==> src/rtl/rv32_pkg.sv <==
// Shared RV32I(M) decode constants, immediate formats and the issue-slot record.
package rv32_pkg;

  localparam logic [6:0] OP_LUI    = 7'b0110111;
  localparam logic [6:0] OP_AUIPC  = 7'b0010111;
  localparam logic [6:0] OP_JAL    = 7'b1101111;
  localparam logic [6:0] OP_JALR   = 7'b1100111;
  localparam logic [6:0] OP_BRANCH = 7'b1100011;
  localparam logic [6:0] OP_LOAD   = 7'b0000011;
  localparam logic [6:0] OP_STORE  = 7'b0100011;
  localparam logic [6:0] OP_IMM    = 7'b0010011;
  localparam logic [6:0] OP_REG    = 7'b0110011;

  localparam logic [6:0] F7_BASE   = 7'b0000000;
  localparam logic [6:0] F7_ALT    = 7'b0100000;
  localparam logic [6:0] F7_MULDIV = 7'b0000001;

  typedef enum logic [2:0] {
    FMT_I,
    FMT_S,
    FMT_B,
    FMT_U,
    FMT_J,
    FMT_NONE
  } imm_fmt_e;

  typedef struct packed {
    logic [6:0]  opcode;
    logic [2:0]  funct3;
    logic [6:0]  funct7;
    logic [4:0]  shamt;
    logic [4:0]  rd;
    logic [31:0] rs1_value;
    logic [31:0] rs2_value;
    logic [31:0] pc;
    logic [31:0] imm;
    logic        illegal;
  } issue_slot_t;

  function automatic imm_fmt_e imm_fmt(input logic [6:0] op);
    imm_fmt_e fmt;
    case (op)
      OP_IMM, OP_LOAD, OP_JALR: fmt = FMT_I;
      OP_STORE:                 fmt = FMT_S;
      OP_BRANCH:                fmt = FMT_B;
      OP_JAL:                   fmt = FMT_J;
      OP_LUI, OP_AUIPC:         fmt = FMT_U;
      default:                  fmt = FMT_NONE;
    endcase
    return fmt;
  endfunction

endpackage

==> src/rtl/imm_gen.sv <==
// Combinational immediate assembly for the RV32I instruction formats.
module imm_gen
  import rv32_pkg::*;
(
  input  logic [31:0] instr,
  input  imm_fmt_e    fmt,
  output logic [31:0] imm
);

  always_comb begin
    imm = '0;
    unique case (fmt)
      FMT_I:   imm = {{20{instr[31]}}, instr[31:20]};
      FMT_S:   imm = {{20{instr[31]}}, instr[31:25], instr[11:7]};
      FMT_B:   imm = {{19{instr[31]}}, instr[31], instr[7], instr[30:25], instr[11:8], 1'b0};
      FMT_U:   imm = {instr[31:12], 12'b0};
      FMT_J:   imm = {{11{instr[31]}}, instr[31], instr[19:12], instr[20], instr[30:21], 1'b0};
      FMT_NONE: imm = '0;
      default: imm = '0;
    endcase
  end

endmodule

==> src/rtl/decode_issue.sv <==
// RV32I decode/issue stage: register file, pending-write scoreboard and one issue slot.
// Define DECODE_RV32M_EN to accept the M-extension (funct7=0000001) register ops as legal.
module decode_issue
  import rv32_pkg::*;
#(
  parameter int unsigned NUM_REGS = 32,
  parameter int unsigned XLEN     = 32
) (
  input  logic            clk,
  input  logic            rst_n,
  input  logic            if_valid,
  output logic            if_ready,
  input  logic [31:0]     if_instr,
  input  logic [XLEN-1:0] if_pc,
  input  logic            wb_en,
  input  logic [4:0]      wb_rd,
  input  logic [XLEN-1:0] wb_data,
  input  logic            flush,
  output logic            ex_valid,
  input  logic            ex_ready,
  output logic [6:0]      ex_opcode,
  output logic [2:0]      ex_funct3,
  output logic [6:0]      ex_funct,
  output logic [4:0]      ex_shamt,
  output logic [4:0]      ex_rd,
  output logic [XLEN-1:0] ex_rs1_value,
  output logic [XLEN-1:0] ex_rs2_value,
  output logic [XLEN-1:0] ex_pc_value,
  output logic [XLEN-1:0] ex_imm,
  output logic            ex_illegal
);

  logic [6:0] opcode;
  logic [4:0] rs1, rs2, rd;
  assign opcode = if_instr[6:0];
  assign rd     = if_instr[11:7];
  assign rs1    = if_instr[19:15];
  assign rs2    = if_instr[24:20];

  // Decode
  logic legal, uses_rs1, uses_rs2, writes_rd;
  always_comb begin
    legal     = 1'b0;
    uses_rs1  = 1'b0;
    uses_rs2  = 1'b0;
    writes_rd = 1'b0;
    case (opcode)
      OP_LUI, OP_AUIPC, OP_JAL: begin
        legal     = 1'b1;
        writes_rd = 1'b1;
      end
      OP_JALR, OP_LOAD, OP_IMM: begin
        legal     = 1'b1;
        uses_rs1  = 1'b1;
        writes_rd = 1'b1;
      end
      OP_STORE, OP_BRANCH: begin
        legal    = 1'b1;
        uses_rs1 = 1'b1;
        uses_rs2 = 1'b1;
      end
      OP_REG: begin
        uses_rs1  = 1'b1;
        uses_rs2  = 1'b1;
`ifdef DECODE_RV32M_EN
        legal     = 1'b1;
`else
        legal     = (if_instr[31:25] != F7_MULDIV);
`endif
        writes_rd = legal;
      end
      default: ;
    endcase
  end

  imm_fmt_e    fmt;
  logic [31:0] imm;
  assign fmt = legal ? imm_fmt(opcode) : FMT_NONE;

  imm_gen u_imm_gen (
    .instr (if_instr),
    .fmt   (fmt),
    .imm   (imm)
  );

  // Register file; entry 0 is never written so x0 stays zero.
  logic [XLEN-1:0] rf_q [NUM_REGS];

  always_ff @(posedge clk or negedge rst_n) begin
    if (!rst_n) begin
      for (int i = 0; i < NUM_REGS; i++) rf_q[i] <= '0;
    end else if (wb_en && wb_rd != '0) begin
      rf_q[wb_rd] <= wb_data;
    end
  end

  logic [XLEN-1:0] rs1_val, rs2_val;
  always_comb begin
    rs1_val = '0;
    rs2_val = '0;
    if (rs1 != '0) rs1_val = (wb_en && wb_rd == rs1) ? wb_data : rf_q[rs1];
    if (rs2 != '0) rs2_val = (wb_en && wb_rd == rs2) ? wb_data : rf_q[rs2];
  end

  // Issue slot and scoreboard state
  logic        valid_q, valid_d;
  issue_slot_t slot_q, slot_d;
  logic [NUM_REGS-1:0] pend_q, pend_d;

  logic hz1, hz2, hazard, accept, ex_fire;
  always_comb begin
    hz1 = uses_rs1 && rs1 != '0 &&
          ((pend_q[rs1] && !(wb_en && wb_rd == rs1)) || (valid_q && slot_q.rd == rs1));
    hz2 = uses_rs2 && rs2 != '0 &&
          ((pend_q[rs2] && !(wb_en && wb_rd == rs2)) || (valid_q && slot_q.rd == rs2));
  end

  assign hazard   = hz1 || hz2;
  assign if_ready = (!valid_q || ex_ready) && !hazard && !flush;
  assign accept   = if_valid && if_ready;
  // A flushed slot is dead even if execute asserts ready in the same cycle.
  assign ex_fire  = valid_q && ex_ready && !flush;

  always_comb begin
    pend_d = pend_q;
    if (wb_en) pend_d[wb_rd] = 1'b0;
    if (ex_fire && slot_q.rd != '0) pend_d[slot_q.rd] = 1'b1;
    pend_d[0] = 1'b0;
  end

  always_comb begin
    valid_d = valid_q;
    slot_d  = slot_q;
    if (flush) begin
      valid_d = 1'b0;
    end else if (accept) begin
      valid_d          = 1'b1;
      slot_d.opcode    = opcode;
      slot_d.funct3    = if_instr[14:12];
      slot_d.funct7    = if_instr[31:25];
      slot_d.shamt     = if_instr[24:20];
      slot_d.rd        = writes_rd ? rd : 5'd0;
      slot_d.rs1_value = rs1_val;
      slot_d.rs2_value = rs2_val;
      slot_d.pc        = if_pc;
      slot_d.imm       = imm;
      slot_d.illegal   = !legal;
    end else if (ex_ready) begin
      valid_d = 1'b0;
    end
  end

  always_ff @(posedge clk or negedge rst_n) begin
    if (!rst_n) begin
      valid_q <= 1'b0;
      slot_q  <= '0;
      pend_q  <= '0;
    end else begin
      valid_q <= valid_d;
      slot_q  <= slot_d;
      pend_q  <= pend_d;
    end
  end

  assign ex_valid     = valid_q;
  assign ex_opcode    = slot_q.opcode;
  assign ex_funct3    = slot_q.funct3;
  assign ex_funct     = slot_q.funct7;
  assign ex_shamt     = slot_q.shamt;
  assign ex_rd        = slot_q.rd;
  assign ex_rs1_value = slot_q.rs1_value;
  assign ex_rs2_value = slot_q.rs2_value;
  assign ex_pc_value  = slot_q.pc;
  assign ex_imm       = slot_q.imm;
  assign ex_illegal   = slot_q.illegal;

endmodule

==> config.mk <==
export PLATFORM = sky130hd
export DESIGN_NAME = decode_issue
export DESIGN_NICKNAME = d
export VERILOG_FILES = /design/src/rtl/rv32_pkg.sv /design/src/rtl/imm_gen.sv /design/src/rtl/decode_issue.sv
export SDC_FILE = /design/constraint.sdc
export NUM_CORES = 2
export LEC_CHECK = 0
export ABC_AREA = 1
export CORE_MARGIN = 2
export CORE_UTILIZATION = 45
export DETAILED_ROUTE_END_ITERATION = 6
export GPL_ROUTABILITY_DRIVEN = 1
export HOLD_SLACK_MARGIN = 0.03
export SETUP_SLACK_MARGIN = 0.1
export SKIP_LAST_GASP = 1
export SLEW_MARGIN = 5
export SYNTH_ARGS = -nofsm -noshare
export SYNTH_HDL_FRONTEND = slang
export SYNTH_HIERARCHICAL = 1
export SYNTH_SLANG_ARGS = --single-unit
==> constraint.sdc <==
create_clock -name clk -period 2.3 [get_ports clk]
set_clock_uncertainty 0.2 [all_clocks]
set_input_delay 0.46 -clock clk [delete_from_list [all_inputs] [get_ports clk]]
set_output_delay 0.46 -clock clk [all_outputs]
set_load 0.02 [all_outputs]
# == Yosys cells after proc, flatten, opt, wreduce, memory -nomap -nowiden ==
# Index checks and enable logic that the tools add are counted.
# W data, S select, Z words.
# classes
magnitude_cmp,10
n_eq_ne,18
muxes,34
bitwise_logic,7
reduce_logical,43
# op_table
operator,n
$bwmux W1024,1
$mux W32,11
$bmux W32 S5,2
$demux W32 S5,1
$pmux W32 S5,1
$and A32 B32 Y32,1
$not A32 Y32,1
$or A32 B32 Y32,1
$lt A5 B6 Y1 const B,4
$eq A7 B6 Y1 const B,3
$eq A7 B7 Y1 const B,3
$eq A5 B5 Y1,4
$logic_and A1 B1 Y1,20
$reduce_bool A5 Y1,4
$ge A6 B6 Y1 const B,3
$not A5 Y6,3
$pmux W3 S5,1
$eq A7 B5 Y1 const B,2
$reduce_or A6 Y1,2
$bmux W1 S5,2
$demux W1 S5,2
$ge A5 B1 Y1 const B,2
$mux W1,9
$reduce_or A8 Y1,1
17 further kinds,28
# word_totals
ff_bits,1212
in_bits,107
output_inout_bits,158
word_cells,156

# == Depth between registers and ports, before layout ==
# logic_depth
depth_word,13
ltp_mapped,16
ltp_nobuf,14

# == Hierarchy ==
# The synthesis kept the hierarchy.
# by_module_without_submodules
module,instances,cells_per_inst,area_per_inst_um2,seq_area_each_um2
decode_issue,1,8575,64830.9,30329.1
imm_gen,1,102,594.3,0.0

# == Worst setup path after synthesis ==
# No wires, ideal clock.
# synth_path
kind,input to register
from,in if_instr[1]
to,"reg slot_q, in the netlist ex_imm[20]"
setup_time_ns,0.066
arrival_ns,2.752
required_ns,2.034
slack_ns,-0.719
stages,9
n_path_buf,1
cell_sequence,nand2_1 -> nor3_2 -> inv_1 -> o311ai_0 -> buf_2 -> nand4_1 -> nand3_2 -> nand4_1 -> nand2_1
# synth_between
elab_cells_between_ends,35
cone_classes,13 x eq/ne; 6 x mux; 16 x reduce/logical
# synth_lines
item,line,text
"start, declared",decode_issue.sv:13,"input logic [31:0] if_instr,"
$eq A7 B6 Y1 (tied with other cells),"rv32_pkg.sv:42, decode_issue.sv:47",
$reduce_or A8 Y1 (no line) (tied with other cells),--,
$pmux W1 S2 or $pmux W3 S5 (tied branches),"decode_issue.sv:47, rv32_pkg.sv:42",
$mux W3 *,decode_issue.sv:78,assign fmt = legal ? imm_fmt(opcode) : FMT_NONE;
named net fmt[0],decode_issue.sv:76,imm_fmt_e fmt;
$eq A3 B3 Y1 (tied with other cells),imm_gen.sv:12,unique case (fmt)
$pmux W32 S5 *,imm_gen.sv:12,
named net imm[20],decode_issue.sv:77,logic [31:0] imm;
"end signal, assigned",decode_issue.sv:160,slot_q <= slot_d;
"end, declared",decode_issue.sv:107,"issue_slot_t slot_q, slot_d;"
# The timed path passes the listed nets; every way through them passes the cells marked *.
# A chain may end at the register's enable or synchronous reset.

# == Final worst setup path ==
# layout_path
from,reg pend_q[16]
to,out if_ready
# layout_between
elab_chain_len,9
elab_cells_between_ends,14
cone_classes,4 x mux; 10 x reduce/logical
# layout_rtl
item,line,text
"start, declared",decode_issue.sv:108,"logic [NUM_REGS-1:0] pend_q, pend_d;"
"start signal, assigned",decode_issue.sv:161,pend_q <= pend_d;
"$bmux W1 S5, on equally long branches","decode_issue.sv:113, decode_issue.sv:115",
"$mux W1, on equally long branches","decode_issue.sv:113, decode_issue.sv:115",
"$logic_and A1 B1 Y1, on equally long branches","decode_issue.sv:113, decode_issue.sv:115",
"$logic_or A1 B1 Y1, on equally long branches","decode_issue.sv:113, decode_issue.sv:115",
"$logic_and A1 B1 Y1, on equally long branches","decode_issue.sv:112, decode_issue.sv:114",
$logic_or A1 B1 Y1 *,decode_issue.sv:118,assign hazard = hz1 || hz2;
$logic_not A1 Y1 *,decode_issue.sv:119,assign if_ready = (!valid_q || ex_ready) && !hazard && !flush;
$logic_and A1 B1 Y1 * (2 in series),decode_issue.sv:119,
"end, declared",decode_issue.sv:12,"output logic if_ready,"
# Mark *: on every way between the ends. The rest lies on a longest branch, timed or not. The select of a mux whose other input is x is not followed.

==> flow_summary.ini <==
[die]
initial_core_util_pct = 45.4
number_of_core_rows = 139
die-area_um2 = 148000
die_h_um = 385
die_x_extent_um = 385
ios = 265
placeableCoreArea_um2 = 144000

[timing]
clock.fmax_mhz = 337
timing.final.ws_setup_ps = -664
setup_viol_count_final = 158
final_min_period_over_clock_period_pct = 129
tightest_slew_ps = 1130
fin_tns_setup_ps = -31240
finalHoldViolCount = 0
slew_headroom_pct = 24.9
grt_setup_unrepaired = true
period_minus_slack_ps = 2960
timing_max_transition_violations_final = 0

[worst_setup_path]
worstPathCellList = buf_6 -> nand2_2 -> nand3_2 -> nand3_2 -> nand2_1 -> nand2_2 -> nand3_2 -> nand3_4 -> nand2_4 -> nand2_8 -> and2_4 -> buf_6
critPathTopFamily = simple AND/OR/NAND/NOR gates
cpMaxStageDelayCell = sky130_fd_sc_hd__dfrtp_1
crit_buf_inv = 2
cpMostUsedCell = sky130_fd_sc_hd__nand3_2
r2r_cells = 20
worstSetupStartpointType = flop
cp.depth = 12
required_ps = 1640
path_max_fanout = 2
type_of_the_worst_setup_path = reg -> out
critical_path.max_stage_delay_ps = 400
cp.arrival_ps = 2300
critical_path.endpoint_type = output pin

[hold_path]
min_path_type = in -> reg
min_path_cells = 3

[detailed_routing]
detail_route.drc_violations = 0
wire_per_inst_um = 25.3
finalWirelength_mm = 277
firstDrtPassIters = 6
drt_iter0_drc = 9571
vias_per_cell = 6.11
postRouteAntennaNets = 0
vias = 66800

[synthesis]
muxShareOfSynthArea_pct = 0
synth.top_cells.by_area = sky130_fd_sc_hd__dfrtp_1, sky130_fd_sc_hd__o21ai_0, sky130_fd_sc_hd__nand2_1, sky130_fd_sc_hd__nand3_1, sky130_fd_sc_hd__o211ai_1
synthesis.yosys.warnings = 6
syn-instance-count = 8677
synth_seq_cells = 1212
synthesis.area_per_instance_um2 = 7.54
synth_simple_gate_area_share_pct = 21.5
synthAdderAreaFrac_pct = 0
synth_largest_type_area_fraction_pct = 46.4
syn_nets = 8784
cell_accounting_for_the_most_synthesized_area = sky130_fd_sc_hd__dfrtp_1
syn_area_um2 = 65400
synth_top_family_by_area = compound AO/OA/AOI/OAI gates
synth_xor_area_share_pct = 0.0803
synth_sequential_area_ratio_pct = 46.4
synth-compound-area-share_pct = 22.8
post_synth_num_cell_types = 35

[run_status]
status = finished with violations
failing_checks = negative setup slack

[clocking]
clock_latency_reported_for_the_late_side_of_the_worst_skew_pair_ps = 810
tritoncts_clock_tree = done
cts_root_buf = sky130_fd_sc_hd__clkbuf_16
numClockSinks = 1212
clockBufferDepth = 3
cts.clk_slew.worst_paths_ps = 60
cts_inserted_buffers = 140
ctsHtreeMaxLevel = 4

[placement]
postPlaceCellArea_um2 = 73800
gpl.final_weighted_congestion = 0.945
post-place-cells = 10600
place.detailed.hpwl_mm = 167
port_buffers = 264

[job]
maximum_capacitance_violations = 0

[final_layout]
layout.cells.most_common = sky130_fd_sc_hd__nand2_1
layout.cells.most_common_list = sky130_fd_sc_hd__nand2_1, sky130_fd_sc_hd__o21ai_0, sky130_fd_sc_hd__dfrtp_1
finalNonFillerCells = 10900
synth_to_layout_area_growth_pct = 23.2
final_area_um2 = 80600
final_nets = 9007
post_route_cells_drive_above_1_share_pct = 14.1

[global_routing]
grtUsageTotal_pct = 36.7
antenna_found_initial = 17
vias_in_the_first_global_route = 61700
grt_max_degree = 162
grt_pass1_wl_mm = 409
global_route.overflow_total = 0

[power_and_ir_drop]
ir_worst_vdd_uv = 589
power.density_nw_per_um2 = 818
leakage_nw = 36.3
-- flip-flops by register name (all words and copies together), names as in the netlist --
register,count
rf_q,1024
ex_opcode,7
ex_rs1_value,32
ex_shamt,5
ex_valid,1
ex_funct3,3
ex_imm,32
ex_rs2_value,32
ex_illegal,1
pend_q,31
ex_rd,5
ex_funct,7
ex_pc_value,32
-- worst min-delay path, delay by kind of cell --
kind,cells,cell delay [ps]
buffers and inverters,1,410
AND/OR/NAND/NOR,2,150
-- area by class of cell --
| cell class | count | area (µm²) |
|---|---|---|
| diodes | 6 | 15.0 |
| clock buffers | 214 | 4200 |
| clock inverters | 39 | 484 |
| fillers | 13200 | 63400 |
| inverters | 636 | 2410 |
| multi-input cells | 5974 | 30100 |
| flip-flops and latches | 1212 | 30400 |
| well taps | 1903 | 2380 |
| repair buffers | 936 | 10600 |
-- metal layers --
metal | vias to the layer above | part of all wire [%] | routed length (µm) | track usage (%)
li1 | 30000 | - | - | -
met1 | 31800 | 40 | 110000 | 50.1
met5 | - | 0.032 | 88 | 0
met2 | 4126 | 43 | 119000 | 54.3
met4 | 14 | 5.2 | 14300 | 16.7
met3 | 847 | 12 | 34100 | 9.78
-- cells in the mapped netlist (all sizes together) --
cell     number
nand3       994
a21oi       671
nand2      1920
nor4          1
clkinv        4
inv         632
and2          1
o311ai        1
nand4       173
nand3b        1
o21a          1
xor2          4
dfrtp      1212
buf         352
o2111ai       1
xnor2         2
o31ai         2
o22ai        35
o211ai      528
clkbuf      503
o21ai      1467
nor2        153
nor3         19
-- through the flow --
step	hold slack (ps)	total power, mW	setup WS [ps]	util [%]
floorplan	-35.6	36.5	16.4	-
global placement	176	42.0	-1070	51.2
detailed placement	181	42.5	-1060	51.2
CTS	31.3	65.6	-704	55.7
global route	46.6	69.1	-765	56.0
finish	54.8	65.9	-664	56.0
-- report_power, final --
part           internal (mW)  total, mW  leakage [nW]  switching [mW]
combinational           5.60       14.9          19.2            9.32
clock                   13.3       22.9          2.29            9.60
sequential              25.6       28.1          14.9            2.55
total                   44.5       65.9          36.3            21.5
-- timing repair --
| action | CTS | global route |
|---|---|---|
| gates cloned | 23 | 1 |
| hold buffers | 37 | 0 |
| pin swaps | 8 | 20 |
| setup buffers | 27 | 12 |
| endpoints found under the hold margin | 1174 | 0 |
| setup endpoints to repair | 318 | 608 |
| gates resized for setup | 654 | 157 |
-- final timing paths --
kind	from	slack, ps	end
max	pend_q[16]	-660	if_ready
min	if_pc[23]	50	ex_pc_value[23]
max reg2reg	pend_q[16]	-320	ex_rs1_value[17]
min reg2reg	rf_q[1011]	190	rf_q[1011]
max in group asynchronous	rst_n	500	rf_q[391]
min in group asynchronous	rst_n	60	ex_rs1_value[21]
-- kinds of logic (layout without fill, tap and decap cells) --
logic type,Yosys count,after routing
simple gates,3262,3262
compound gates,2706,2706
buf+inv,1491,1825
flops,1212,1212
xor+xnor,6,6
other cells,0,6
Note: power is estimated with default switching activity, not from simulation.
